**config.mk**
```make
export PLATFORM = sky130hd
export DESIGN_NAME = pipe_stage_buffer
export DESIGN_NICKNAME = d
export VERILOG_FILES = /design/src/rtl/pipe_stage_buffer.sv
export SDC_FILE = /design/constraint.sdc
export NUM_CORES = 1
export LEC_CHECK = 0
export CORE_ASPECT_RATIO = 2
export CORE_MARGIN = 2
export CORE_UTILIZATION = 40
export DETAILED_ROUTE_END_ITERATION = 10
export PLACE_DENSITY = 0.67
export SETUP_SLACK_MARGIN = 0.05
export SYNTH_ARGS = -nofsm -noshare
export SYNTH_HDL_FRONTEND = slang
export SYNTH_SLANG_ARGS = --single-unit
```
**constraint.sdc**
```tcl
create_clock -name clk -period 3.3 [get_ports clk]
set_input_delay 0.495 -clock clk [delete_from_list [all_inputs] [get_ports clk]]
set_output_delay 0.495 -clock clk [all_outputs]
set_load 0.01 [all_outputs]
```
**src/rtl/pipe_stage_buffer.sv**
```systemverilog
// Inter-stage pipeline buffer with valid/ready handshake, flush and optional 2-entry skid.
// Holding M on out_data and counting entries in state_q keeps out_data glitch-free and makes level trivial.
module pipe_stage_buffer #(
    parameter int                DATA_W    = 32,
    parameter int                SKID      = 1,
    parameter logic [DATA_W-1:0] FLUSH_VAL = '0
) (
    input  logic              clk,
    input  logic              rst,
    input  logic              in_valid,
    output logic              in_ready,
    input  logic [DATA_W-1:0] in_data,
    output logic              out_valid,
    input  logic              out_ready,
    output logic [DATA_W-1:0] out_data,
    input  logic              flush,
    output logic [1:0]        level
);

    typedef enum logic [1:0] {
        ST_EMPTY = 2'd0,
        ST_ONE   = 2'd1,
        ST_TWO   = 2'd2
    } state_t;

    state_t            state_q, state_d;
    logic [DATA_W-1:0] main_q, main_d;
    logic              in_xfer;

    assign out_valid = (state_q != ST_EMPTY);
    assign out_data  = main_q;
    assign level     = state_q;

    generate
        if (SKID != 0) begin : g_skid
            logic [DATA_W-1:0] skid_q, skid_d;
            logic              rdy_q;

            // in_ready comes straight from a flop so no input reaches it combinationally
            assign in_ready = rdy_q;
            assign in_xfer  = in_valid & rdy_q;

            always_comb begin
                state_d = state_q;
                main_d  = main_q;
                skid_d  = skid_q;
                if (flush) begin
                    state_d = ST_EMPTY;
                    main_d  = FLUSH_VAL;
                    skid_d  = FLUSH_VAL;
                end else begin
                    case (state_q)
                        ST_EMPTY: begin
                            if (in_xfer) begin
                                state_d = ST_ONE;
                                main_d  = in_data;
                            end
                        end
                        ST_ONE: begin
                            if (in_xfer && out_ready) begin
                                main_d = in_data;
                            end else if (in_xfer) begin
                                state_d = ST_TWO;
                                skid_d  = in_data;
                            end else if (out_ready) begin
                                state_d = ST_EMPTY;
                                main_d  = FLUSH_VAL;
                            end
                        end
                        ST_TWO: begin
                            if (out_ready) begin
                                state_d = ST_ONE;
                                main_d  = skid_q;
                                skid_d  = FLUSH_VAL;
                            end
                        end
                        default: begin
                            state_d = ST_EMPTY;
                            main_d  = FLUSH_VAL;
                            skid_d  = FLUSH_VAL;
                        end
                    endcase
                end
            end

            always_ff @(posedge clk or negedge rst) begin
                if (!rst) begin
                    state_q <= ST_EMPTY;
                    main_q  <= FLUSH_VAL;
                    skid_q  <= FLUSH_VAL;
                    rdy_q   <= 1'b1;
                end else begin
                    state_q <= state_d;
                    main_q  <= main_d;
                    skid_q  <= skid_d;
                    rdy_q   <= (state_d != ST_TWO);
                end
            end
        end else begin : g_single
            assign in_ready = (state_q == ST_EMPTY) | out_ready;
            assign in_xfer  = in_valid & in_ready;

            always_comb begin
                state_d = state_q;
                main_d  = main_q;
                if (flush) begin
                    state_d = ST_EMPTY;
                    main_d  = FLUSH_VAL;
                end else if (in_xfer) begin
                    state_d = ST_ONE;
                    main_d  = in_data;
                end else if (state_q != ST_EMPTY && out_ready) begin
                    state_d = ST_EMPTY;
                    main_d  = FLUSH_VAL;
                end
            end

            always_ff @(posedge clk or negedge rst) begin
                if (!rst) begin
                    state_q <= ST_EMPTY;
                    main_q  <= FLUSH_VAL;
                end else begin
                    state_q <= state_d;
                    main_q  <= main_d;
                end
            end
        end
    endgenerate

endmodule

```
After elaboration in Yosys (flattened, before gate mapping)
Cells that the tools add are included.

operators by class
  equality and inequality tests = 10
  mux-type cells = 17
  bitwise gates (word level) = 1
  reductions and logical operators = 5

operators by type and width
  cell                                                              number
  32-bit 2-to-1 mux                                                 8
  32-bit one-hot mux with 3 select lines                            2
  2-bit 2-to-1 mux                                                  6
  3-bit != test (second input constant)                             4
  4-bit != test (second input constant)                             2
  4-bit AND reduction                                               2
  2-bit one-hot mux with 3 select lines                             1
  2-bit != test (second input constant)                             2
  2-bit by 1-bit == test with 1-bit output (second input constant)  1
  2-bit == test (second input constant)                             1
  2-bit zero test                                                   1
  2-bit nonzero test                                                1
  1-bit AND                                                         1
  1-bit logical AND                                                 1

storage, ports and cells
  register bits after elaboration = 67
  bits of input ports = 37
  output and inout port bits = 36

Logic depth before layout (Yosys ltp)
  depth after elaboration = 6
  gate-level depth with buffers = 6

Worst setup path after synthesis
No wires, ideal clock.

  kind = register to register
  start point = register g_skid.rdy_q (netlist: in_ready)
  end point = register main_q[0] (netlist: out_data[0])
  arrival = 1591 ps
  required time = 3179 ps
  slack = 1588 ps
  stages on the path, launching flop included = 7
  period minus slack after synthesis = 1712 ps
  cell sequence = dfstp_2 a21oi_1 or3_1 and3b_1 buf_6 buf_6 a22o_1

between the ends
  longest elaborated chain between the ends = 5
  elaborated cells between the ends (all ways) = 9
  classes of those cells = eq/ne (3); mux (3); bitwise (1); reduce/logical (2)

RTL lines
  element                                 RTL line  RTL
  from (decl)                             37        logic rdy_q;
  from (signal assigned)                  96        rdy_q <= (state_d != ST_TWO);
  1-bit AND *                             41        assign in_xfer = in_valid & rdy_q;
  1-bit logical AND                       60        if (in_xfer && out_ready) begin
  32-bit 2-to-1 mux                       60
  32-bit one-hot mux with 3 select lines  52        case (state_q)
  32-bit 2-to-1 mux                       47        if (flush) begin
  to (signal assigned)                    94        main_q <= main_d;
  to (decl)                               27        logic [DATA_W-1:0] main_q, main_d;

Every way passes the cells marked *; elsewhere a longest branch is shown, timed or not.
A chain may end at the register's enable or synchronous reset.

Final worst setup path
  start point = register state_q[1] (netlist: level[1])
  end point = output port out_valid

between the ends
  longest elaborated chain between the ends = 1

RTL lines
  element                 RTL line  RTL
  from (decl)             26        state_t state_q, state_d;
  from (signal assigned)  93        state_q <= state_d;
  2-bit nonzero test      30        assign out_valid = (state_q != ST_EMPTY);
  to (decl)               13        output logic out_valid,

No other way between the ends.

==> impl_results.md <==
* Post-CTS Hold Buffers at 0
* Crit-path max FO at 28
* Drt pass-1 iters at 4
* Final core utilization at 54.39%
* Cell Area, Placed at 4161 um2
* Met2 global-route usage at 34.62%
* Avg Cell Area, Syn at 10.56 um2
* Fraction of layout cells with a size suffix above 1 at 8.808%
* Clock Skews at 0.004504 ns
* Sequential area share after synthesis at 49.52%
* Die area at 9268 um2
* Antenna cells at 0
* Clk root buf: clkbuf_16
* Vias at 2765
* Status: complete, no violations
* Post-synth net total at 358
* Worst hold slack at 0.1702 ns
* Reg-to-reg startpoint: level[0]$_DFF_PN0_
* Mapped cell area at 3388 um2
* Overall power at 2.277 mW
* Drc violations at 0
* Via density per instance at 5.713
* RSZ-0062 raised after global routing: no
* Post-synth cell types at 28
* Gate Count Post-Synth at 321
* Final Worst Setup Slack at 0.8451 ns
* Num rows at 47
* Max-slew headroom at 50.86%
* First-pass GRT wire length at 14350 um
* Placed Cells incl. Taps at 468
* Worst Setup End Kind: output pin
* Pre-CTS setup slack at 0.8732 ns
* Clock transition at the registers of the reported paths at 0.05 ns
* Top Family by Delay on Critical Path: flip-flops
* MaxCap Viol Count at 0
* Post-Route WL at 8987 um
* Critical path type: flop to output pin
* WL per Instance at 18.57 um
* R2R depth at 4
* Measured slew at the worst slew-check pin at 0.7372 ns
* GR peak layer: met2
* Final Setup Violations at 0
* Fin crit share at 74.39%
* Clk buf depth at 2
* Starting DRT DRC Count at 217
* Commonest non-fill, non-tap cell in the layout: clkdlybuf4s50_1
* Synth Register Bits at 67
* CTS buffer count at 9
* Initial Util at 41.16%
* CTS HTree Levels at 3
* CTS sink count at 67
* Die Y at 134.2 um
* Post-CTS Setup Inserts at 0
* Leak at 1.800 nW
* Final ANT Viol Nets at 0
* Pwr dens at 508.4 nW/um2
* Most frequent cells in the layout: 71 x clkdlybuf4s50_1, 65 x dfrtp_1, 41 x o21ai_0
* Port Buffers at 72
* CP peak stage delay at 0.82 ns
* Met3 Track Usage GR at 3.757%
* Global-route usage over all layers at 19.79%
* Fmax at 407.3 MHz
* Met1 usage at 22.92%
* Reg-to-Reg End: g_skid.skid_q[9]$_DFFE_PN0P_
* Vias in the first global route at 2785
* Final hold vios at 0
* Largest net degree at the start of global routing at 68
* GRT overflow at 0
* Worst Hold Class: input port to async pin
* R2R Setup Slk at 1.10 ns
* Startpoint Class: flop
* Detailed placement HPWL at 5584 um
* Top Ports at 73
* Die X at 69.08 um
* Synth warn at 0
* Final period demand of the worst path at 2.455 ns
* Fin Setup TNS at 0 ns
* Worst vdd ir at 0.2468 mV
* CTS resizes at 0
* Final instance area at 4478 um2
* Critical Path AT at 1.96 ns
* Clock Latency Late Sink at 0.33 ns
* CORE AREA at 8233 um2
* Worst path bufs/invs at 1
* Final nets at 418
* TritonCTS clock tree: done
* Final cell count without fillers at 484
* Initial antenna violation count at 0
* Gpl congestion at 0.8252
* CP max-delay cell: dfrtp_2
* Crit path cell chain: or2_2, clkdlybuf4s50_1
* Area Overhead vs Synth at 32.16%
* Worst path required time at 2.80 ns
* Final Max Slew Viols at 0
area by class of cell:
type | instances | area (um2)
Sequential cell | 67 | 1679
Tap cell | 98 | 122.6
Fill cell | 776 | 3755
Multi-Input combinational cell | 220 | 1556
Clock buffer | 9 | 225.2
Inverter | 2 | 7.507
Timing Repair Buffer | 81 | 795.8
Clock inverter | 7 | 91.34
worst max path at each step:
stage | start | endpoint | slack [ns] | cells past startpoint
5_1_grt | level[1]$_DFF_PN0_ | out_valid | 0.77 | 2
6_report | level[1]$_DFF_PN0_ | out_valid | 0.85 | 2
2_1_floorplan | in_ready$_DFF_PN1_ | out_data[0]$_DFFE_PN0P_ | 1.59 | 6
4_1_cts | level[1]$_DFF_PN0_ | out_valid | 0.82 | 2
3_3_place_gp | out_ready | out_data[4]$_DFFE_PN0P_ | 0.91 | 6
3_5_place_dp | out_ready | out_data[24]$_DFFE_PN0P_ | 0.87 | 6
per-layer routing:
layer  vias to the layer above  share of wire (%)
met3                        14                3.5
met2                        67                 54
met5                         -                  0
met1                      1390                 40
met4                         0                2.3
li1                       1294                  -
power by group:
part | total [mW] | internal, mW | switching, mW | leakage, nW
Sequential | 0.908 | 0.867 | 0.0412 | 0.910
Clock | 1.01 | 0.659 | 0.350 | 0.156
Combinational | 0.359 | 0.182 | 0.178 | 0.734
cell families after synthesis:
family,count (synthesis),synth area share (%)
AOI/OAI and AO/OA,102,21.68
xor gates and xnor gates,1,0.2585
buffers and inverters,34,5.022
DFF,67,49.52
muxes,32,9.454
and+or+nand+nor,85,14.07
Yosys cell counts, drive strengths merged:
cell type  instances  area (um2)
o21ai             41       205.2
dfstp              1       26.28
nor2b              1       6.260
a211o              1       8.760
clkbuf            16       60.06
or3                1       6.260
a21oi              2       13.76
xor2               1       8.760
buf               16       102.6
nor3b              1       7.510
a22o              32       280.3
inv                2       7.510
dfrtp             66        1652
nand2              9       33.78
nand2b            33       206.5
nand4b             1       8.760
nand3             32       160.2
or2                2       12.51
nor2               2       7.510
and4b              1       10.01
o2bb2ai           24       210.2
o22a               1       8.760
mux2i             32       320.3
o21a               1       7.510
and3b              2       17.52
registers in the layout (all words and copies together), names as in the netlist:
register,flops
out_data,32
in_ready,1
level,2
g_skid.skid_q,32
Power figures use the tool's default switching activity.
